## config.mk

```make
export PLATFORM = sky130hd
export DESIGN_NAME = conv_seq_ctrl
export DESIGN_NICKNAME = d
export VERILOG_FILES = /design/src/rtl/conv_seq_ctrl.sv
export SDC_FILE = /design/constraint.sdc
export NUM_CORES = 1
export LEC_CHECK = 0
export ABC_AREA = 1
export BUFFER_PORTS_ARGS = -buffer_cell sky130_fd_sc_hd__buf_2
export CORE_AREA = 2 2 114 160
export CTS_CLUSTER_SIZE = 8
export DETAILED_ROUTE_END_ITERATION = 8
export DIE_AREA = 0 0 116 162
export GPL_ROUTABILITY_DRIVEN = 0
export GPL_TIMING_DRIVEN = 1
export MAX_ROUTING_LAYER = met4
export REMOVE_ABC_BUFFERS = 1
export SYNTH_ARGS = -nofsm -noshare
export SYNTH_HDL_FRONTEND = slang
export SYNTH_SLANG_ARGS = --single-unit
```

## constraint.sdc

```tcl
create_clock -name clk -period 12.27 [get_ports clk]
set_input_delay 1.227 -clock clk [delete_from_list [all_inputs] [get_ports clk]]
set_output_delay 1.227 -clock clk [all_outputs]
set_load 0.01 [all_outputs]
```

## src/rtl/conv_seq_ctrl.sv

```systemverilog
// Sequencer + MAC for 1-D valid convolution (N_X samples x N_F taps), streaming y over valid/ready.
// Optional CONV_RELU_EN clamps emitted y to max(acc,0); default build passes signed results through.
module conv_seq_ctrl #(
    parameter int N_X   = 8,
    parameter int N_F   = 4,
    parameter int LOG_X = 3,
    parameter int LOG_F = 2,
    parameter int D_W   = 8,
    parameter int ACC_W = 18
) (
    input  logic                    clk,
    input  logic                    reset,
    input  logic                    x_full,
    input  logic                    f_full,
    output logic [LOG_X-1:0]        addr_x,
    output logic [LOG_F-1:0]        addr_f,
    input  logic signed [D_W-1:0]   x_rd_data,
    input  logic signed [D_W-1:0]   f_rd_data,
    output logic signed [ACC_W-1:0] m_data_out_y,
    output logic                    m_valid_y,
    input  logic                    m_ready_y,
    output logic                    conv_done,
    output logic                    busy
);

    // state | meaning
    // IDLE  | waiting for both sample memories to be full
    // RUN   | issuing tap reads k=0..N_F-1, accumulating the previous tap's data
    // DRAIN | accumulating the last tap, loading the output register
    // OUT   | presenting y[n] until accepted
    // DONE  | one-cycle conv_done pulse, then back to IDLE
    typedef enum logic [2:0] {S_IDLE, S_RUN, S_DRAIN, S_OUT, S_DONE} state_t;

    localparam int N_Y = N_X - N_F + 1;
    localparam logic [LOG_F-1:0] K_LAST = LOG_F'(N_F - 1);
    localparam logic [LOG_X-1:0] N_LAST = LOG_X'(N_Y - 1);

    state_t                  state, state_nx;
    logic [LOG_X-1:0]        n, n_nx, addr_x_nx;
    logic [LOG_F-1:0]        k, k_nx, addr_f_nx;
    logic signed [ACC_W-1:0] acc, acc_nx, y_nx, acc_sum, prod_ext;
    logic signed [2*D_W-1:0] x_ext, f_ext, prod;
    logic                    valid_nx, done_nx;

    assign x_ext    = {{D_W{x_rd_data[D_W-1]}}, x_rd_data};
    assign f_ext    = {{D_W{f_rd_data[D_W-1]}}, f_rd_data};
    assign prod     = x_ext * f_ext;
    assign prod_ext = {{(ACC_W-2*D_W){prod[2*D_W-1]}}, prod};
    assign acc_sum  = acc + prod_ext;
    assign busy     = (state != S_IDLE);

    always_ff @(posedge clk) begin
        if (reset) begin
            state        <= S_IDLE;
            n            <= '0;
            k            <= '0;
            acc          <= '0;
            addr_x       <= '0;
            addr_f       <= '0;
            m_data_out_y <= '0;
            m_valid_y    <= 1'b0;
            conv_done    <= 1'b0;
        end else begin
            state        <= state_nx;
            n            <= n_nx;
            k            <= k_nx;
            acc          <= acc_nx;
            addr_x       <= addr_x_nx;
            addr_f       <= addr_f_nx;
            m_data_out_y <= y_nx;
            m_valid_y    <= valid_nx;
            conv_done    <= done_nx;
        end
    end

    always_comb begin
        state_nx  = state;
        n_nx      = n;
        k_nx      = k;
        acc_nx    = acc;
        addr_x_nx = addr_x;
        addr_f_nx = addr_f;
        y_nx      = m_data_out_y;
        valid_nx  = m_valid_y;
        done_nx   = 1'b0;
        case (state)
            S_IDLE: begin
                if (x_full && f_full) begin
                    state_nx  = S_RUN;
                    n_nx      = '0;
                    k_nx      = '0;
                    addr_x_nx = '0;
                    addr_f_nx = '0;
                end
            end
            S_RUN: begin
                // Read data lags the address by one cycle: data of tap k-1 is present now.
                if (k == LOG_F'(1))
                    acc_nx = prod_ext;
                else if (k != '0)
                    acc_nx = acc_sum;
                if (k == K_LAST) begin
                    state_nx = S_DRAIN;
                end else begin
                    k_nx      = k + LOG_F'(1);
                    addr_x_nx = n + LOG_X'(k) + LOG_X'(1);
                    addr_f_nx = k + LOG_F'(1);
                end
            end
            S_DRAIN: begin
                acc_nx = acc_sum;
`ifdef CONV_RELU_EN
                y_nx = acc_sum[ACC_W-1] ? '0 : acc_sum;
`else
                y_nx = acc_sum;
`endif
                valid_nx = 1'b1;
                state_nx = S_OUT;
            end
            S_OUT: begin
                if (m_ready_y) begin
                    valid_nx = 1'b0;
                    k_nx     = '0;
                    if (n == N_LAST) begin
                        state_nx  = S_DONE;
                        done_nx   = 1'b1;
                        n_nx      = '0;
                        addr_x_nx = '0;
                        addr_f_nx = '0;
                    end else begin
                        state_nx  = S_RUN;
                        n_nx      = n + LOG_X'(1);
                        addr_x_nx = n + LOG_X'(1);
                        addr_f_nx = '0;
                    end
                end
            end
            S_DONE: begin
                state_nx = S_IDLE;
            end
            default: begin
                state_nx = S_IDLE;
            end
        endcase
    end

endmodule
```

==> impl_metrics.tcl, run 1 <==
set metrics [dict create \
    status "complete, no violations" \
    regToRegSetupSlack_ns 10.06 \
    slew_headroom 0.415 \
    chipHeight_um 162 \
    hold_viol 0 \
    min_path_cells 2 \
    ys_types 38 \
    clock_sinks 49 \
    antennaDiodeCount 0 \
    period_needed_ns 6.55 \
    routedWlPerCell_um 12.0 \
    leakage_nw 3.77 \
    yosysTopAreaCell "fa_1" \
    tightest_slew_ns 0.877 \
    core-area_mm2 0.0173 \
    met3_usage 0.00896 \
    worstReg2RegEnd "acc[15]" \
    combPwrFrac 0.796 \
    cts-hold-fix-buffers 0 \
    grt_use_met1 0.177 \
    rsz0062_at_grt "no" \
    fin_nets 1028 \
    syn_area_per_cell_um2 6.83 \
    core.rowCount 57 \
    worstPathArrival_ns 6.73 \
    clkTransAtPathRegs_ns 0.07 \
    path_class "input port to flip-flop" \
    grt_pass1_wl_um 23500 \
    wl_um 13600 \
    cts_tree "built" \
    synth_top_area_frac 0.192 \
    post_cts_buffers 0 \
    rr_worst_depth 10 \
    cts_root_buf "clkbuf_16" \
    switching_share 0.562 \
    dr_total_vias 5155 \
    antenna_found_initial 0 \
    antenna_left 0 \
    dp_hpwl_um 11300 \
    grt_pass1_vias 5245 \
    drt_iter0_markers 181 \
    cts_htree_levels 2 \
    grt_usage 0.157 \
    grt.busiest_layer "met2" \
    worstPathMaxFanout 8 \
    cts_buffers 5 \
    p_clk_frac 0.085 \
    syn_inst 872 \
    reg2reg_from "state[0]" \
    netlist_top_cells_area "fa_1, dfxtp_1, inv_1" \
    dp_cells 1127 \
    layout_commonest_cell "inv_1" \
    grt_overflow 0 \
    fp.dieArea_mm2 0.0188 \
    internal-power_mw 0.718 \
    cp-end-kind "flip-flop" \
    grt_max_degree 29 \
    seq_area_frac_synth 0.165 \
    finalSetupViolations 0 \
    hold_end "m_valid_y" \
    drive_gt1_frac 0.0934 \
    io_pins 47 \
    gr-usage-met2 0.296 \
    hold_path.class "flip-flop to flip-flop" \
    area_growth_pct 9.46 \
    report.final.slew_viol_count 0 \
    yosys_warnings 0 \
    skew_ns 0.00512 \
    drtPass1Iterations 4 \
    drc 0 \
    worstPathRequired_ns 12.46 \
    seqPwrFrac 0.119 \
    p_switching_mw 0.920 \
    initial_core_util 0.345 \
    ir_drop_v 0.000146 \
    clkLatencyLatePin_ns 0.30 \
    vias_per_cell 4.54 \
    final_cell_mix "inv_1, nand2_1, fa_1" \
    power.density_mw_per_mm2 251 \
    start_kind "input port" \
    synth_area_mm2 0.00595 \
    min_from "m_valid_y" \
    fmax_mhz 153 \
    clockBufferDepth 2 \
    finalSetupTns_ns 0 \
    fin_crit_sh 0.534 \
    ys_seq_elements 49 \
    max_cap_violations 0 \
    post_cts_resize_count 0 \
    io_buffers 46 \
    final_cells 1135 \
    die_w_um 116 \
]
registers in the layout, summed over array words and instances, names as in the netlist:
| name | count |
|---|---|
| acc | 18 |
| m_data_out_y | 18 |
| addr_x | 3 |
| n | 3 |
| state | 3 |
| k | 2 |
| conv_done | 1 |
| m_valid_y | 1 |
cells by family (layout without fill, tap and decap cells):
kind of cell             count (synthesis)  after routing  share of synthesized area
AND/OR/NAND/NOR                        335            335                      0.239
buffers and inverters                  238            265                      0.151
AO/OA/AOI/OAI                          125            125                      0.121
adder cells (fa/ha/maj)                109            109                      0.301
flip-flops                              49             49                      0.165
XOR/XNOR                                16             16                     0.0235
metrics by stage:
step	util	hold WS, ns	worst slack (ns)	power (mW)	area [µm²]
global placement	0.369	0.453	5.46	1.49	6370
floorplan	-	0.444	6.12	1.23	5850
global route	0.378	0.487	5.43	1.85	6520
detailed placement	0.369	0.453	5.40	1.50	6370
CTS	0.378	0.464	5.70	1.64	6520
finish	0.378	0.460	5.72	1.64	6520
worst max-delay path by stage:
stage,startpoint,end,slack (ns),depth (start not counted)
after floorplan,f_rd_data[7],m_data_out_y[11],6.12,25
after global placement,f_rd_data[7],m_data_out_y[11],5.46,26
after detailed placement,f_rd_data[7],m_data_out_y[11],5.40,26
after CTS,f_rd_data[7],m_data_out_y[11],5.70,26
after global routing,f_rd_data[7],m_data_out_y[11],5.43,26
final,f_rd_data[7],m_data_out_y[11],5.72,26
synthesized netlist by cell type:
master and number:
a41oi_1 1, nor2_1 56, o21ai_0 35, nor3_1 4, nand3b_1 3, a31o_2 1, a21boi_2 1, ha_1 52
clkbuf_1 23, a31o_4 1, nand2_1 202, or2_1 4, a21o_1 2, dfxtp_1 49, inv_2 6, o21bai_1 3
a211oi_2 2, nand4_1 7, nor2_4 3, a21boi_0 1, or2_2 3, o211ai_1 9, inv_1 204, fa_1 57
a31oi_1 6, nand3_1 40, a21oi_2 1, nand2_2 7, nor4_1 1, xor2_1 13, nor2_2 3, xnor2_1 3
buf_2 4, o21ai_1 8, a21oi_1 53, nand3_2 2, inv_4 1, o31ai_1 1
final cells by class:
| type | count | area (µm²) |
|---|---|---|
| clock buffer | 6 | 129 |
| inverter | 211 | 795 |
| fill | 1942 | 10700 |
| multi-input combinational | 585 | 4070 |
| tap | 236 | 295 |
| clock inverter | 2 | 15.0 |
| timing repair buffer | 46 | 230 |
| sequential | 49 | 981 |
layer usage:
metal,part of all wire,up-vias
li1,-,2717
met1,0.43,2363
met2,0.53,63
met3,0.022,12
met4,0.016,0
met5,0,-
power groups by stage:
stage / registers [mW] / logic [mW] / clock network (mW)
2_1_floorplan: 0.197 / 1.03 / 0
3_3_place_gp: 0.198 / 1.29 / 0
3_5_place_dp: 0.198 / 1.30 / 0
4_1_cts: 0.194 / 1.30 / 0.142
5_1_grt: 0.197 / 1.51 / 0.149
6_report: 0.195 / 1.30 / 0.139
worst max-delay path, cell delays in order:
cell	delay, ns
buf_2	0.10
inv_1	0.11
or2_2	0.31
fa_1	0.51
fa_1	0.55
inv_1	0.06
fa_1	0.53
inv_1	0.05
fa_1	0.53
inv_1	0.04
ha_1	0.35
a21oi_1	0.21
o21bai_1	0.14
a21oi_1	0.17
nand2_1	0.07
nand2_1	0.06
inv_1	0.05
ha_1	0.34
a21oi_1	0.22
a21boi_0	0.33
nand3_1	0.20
or2_2	0.32
nand2_1	0.07
nand2_1	0.05
o211ai_1	0.08
inv_1	0.05
No activity file was read; power rests on OpenSTA's default activity.
==> inputs of run 2 (changes only) <==
Clock period 12.27 ns to 5.7 ns, I/O delays scaled along.
==> run 2 against run 1 <==
  * Non-clock buffer count grew 51
  * Largest power group unchanged
  * Register-to-register slack lost 6.7 ns
  * Core utilization grew 3.2 points
  * Sequential power grew 120%
  * Highest routed layer unchanged
  * Global-route usage grew 0.20 points
  * Clock power grew 150%
  * Die area is the same
  * Via count grew 4.0%
  * Combinational power grew to 2.8 times the previous value
==> impl_metrics.tcl, run 2 (synthesized netlist as in run 1, its figures left out) <==
set metrics [dict create \
    switching_share 0.505 \
    drive_gt1_frac 0.166 \
    reg2reg_from "state[0]" \
    hold_end "addr_x[0]" \
    drtPass1Iterations 5 \
    combPwrFrac 0.825 \
    min_from "addr_x[0]" \
    dr_total_vias 5363 \
    slew_headroom 0.438 \
    seqPwrFrac 0.096 \
    initial_core_util 0.345 \
    drt_iter0_markers 158 \
    p_clk_frac 0.078 \
    leakage_nw 4.04 \
    cp-end-kind "flip-flop" \
    min_path_cells 2 \
    regToRegSetupSlack_ns 3.40 \
    reg_top3 "acc: 18 flops, m_data_out_y: 18 flops" \
    grt_pass1_vias 5349 \
    internal-power_mw 2.16 \
    ir_drop_v 0.000315 \
    cts_htree_levels 2 \
    drc 0 \
    core.rowCount 57 \
    dp_hpwl_um 11500 \
    cts_buffers 5 \
    io_pins 47 \
    placed_cell_area_mm2 0.00673 \
    rr_worst_depth 10 \
    worstPathArrival_ns 5.60 \
    fmax_mhz 185 \
    p_switching_mw 2.21 \
    vias_per_cell 4.53 \
    clockBufferDepth 2 \
    final_util 0.409 \
    io_buffers 46 \
    core-area_mm2 0.0173 \
    period_needed_ns 5.40 \
    routedWlPerCell_um 11.8 \
    tightest_slew_ns 0.842 \
    cts-hold-fix-buffers 0 \
    power.density_mw_per_mm2 619 \
    cts_root_buf "clkbuf_16" \
    p_total_mw 4.37 \
    clkLatencyLatePin_ns 0.29 \
    final_cell_mix "nand2_1, inv_1, fa_1" \
    wl_um 14000 \
    status "complete, no violations" \
    cts_tree "built" \
    layout_commonest_cell "nand2_1" \
    grt_pass1_wl_um 23800 \
    hold_viol 0 \
    fin_crit_sh 0.947 \
    max_cap_violations 0 \
    grt_overflow 0 \
    grt_usage 0.159 \
    antennaDiodeCount 0 \
    design_area_mm2 0.00706 \
    grt_max_degree 29 \
    hold_path.class "flip-flop to flip-flop" \
    fill_cells 1883 \
    die_w_um 116 \
    chipHeight_um 162 \
    path_class "input port to flip-flop" \
    worstPathMaxFanout 4 \
    finalSetupViolations 0 \
    clock_sinks 49 \
    worstReg2RegEnd "acc[15]" \
    antenna_found_initial 0 \
    fin_nets 1079 \
    fp.dieArea_mm2 0.0188 \
    worstPathRequired_ns 5.90 \
    finalSetupTns_ns 0 \
    hold_slack_ns 0.461 \
    antenna_left 0 \
    start_kind "input port" \
    area_growth_pct 18.6 \
    report.final.slew_viol_count 0 \
    clkTransAtPathRegs_ns 0.07 \
    skew_ns 0.00482 \
]
[run 2: worst max-delay path: stages]
cell	delay, ns
buf_2	0.09
inv_1	0.05
or2_2	0.29
fa_1	0.51
fa_1	0.54
inv_1	0.05
fa_1	0.52
inv_1	0.05
fa_1	0.52
inv_1	0.06
ha_4	0.28
nand2_1	0.09
buf_4	0.15
nor2_2	0.12
a21oi_1	0.10
xnor2_1	0.16
ha_1	0.37
nand2_1	0.10
inv_2	0.08
nand2_1	0.08
nor3_2	0.20
nand4_1	0.16
nand3_2	0.11
nand3_1	0.10
nand2_1	0.08
nand2_1	0.04
nand2_1	0.06
inv_1	0.03
[run 2: per-layer routing]
layer / track usage / wire, µm / up-vias
li1: - / - / 2817
met2: 0.298 / 7550 / 60
met3: 0.0112 / 301 / 14
met1: 0.180 / 5920 / 2472
met5: - / 0 / -
met4: 0.0444 / 257 / 0
[run 2: final cells by class]
| class | count | area, µm² | area share |
|---|---|---|---|
| Inverter | 211 | 795 | 0.113 |
| Timing Repair Buffer | 97 | 617 | 0.0873 |
| Clock buffer | 5 | 125 | 0.0177 |
| Tap cell | 236 | 295 | 0.0418 |
| Clock inverter | 2 | 38.8 | 0.00549 |
| Multi-Input combinational cell | 585 | 4210 | 0.596 |
| Sequential cell | 49 | 981 | 0.139 |
[run 2: metrics by stage]
stage,instances,worst slack [ns]
2_1_floorplan,845,0.204
3_3_place_gp,1175,-0.182
3_5_place_dp,1175,-0.194
4_1_cts,1182,0.118
5_1_grt,1185,-0.0213
6_report,1185,0.301
[run 2: power groups by stage]
stage	clock network [mW]	logic, mW	registers, mW
after global routing	0.365	4.10	0.427
after global placement	0	3.26	0.425
after detailed placement	0	3.27	0.424
after CTS	0.349	3.29	0.417
final	0.342	3.61	0.422
after floorplan	0	2.22	0.424
[run 2: what timing repair did]
item                                    CTS  global route
resized for setup                         0            27
endpoints found under the setup margin    0            11
setup buffers                             0             3
[run 2: how the worst max path moves through the flow]
stage | startpoint | end | slack (ns) | cells after the start
6_report | f_rd_data[7] | m_data_out_y[17] | 0.30 | 28
5_1_grt | f_rd_data[7] | m_data_out_y[17] | -0.02 | 30
4_1_cts | f_rd_data[7] | m_data_out_y[17] | 0.12 | 31
3_5_place_dp | f_rd_data[7] | m_data_out_y[17] | -0.19 | 31
3_3_place_gp | f_rd_data[7] | m_data_out_y[17] | -0.18 | 28
2_1_floorplan | f_rd_data[7] | m_data_out_y[11] | 0.20 | 25
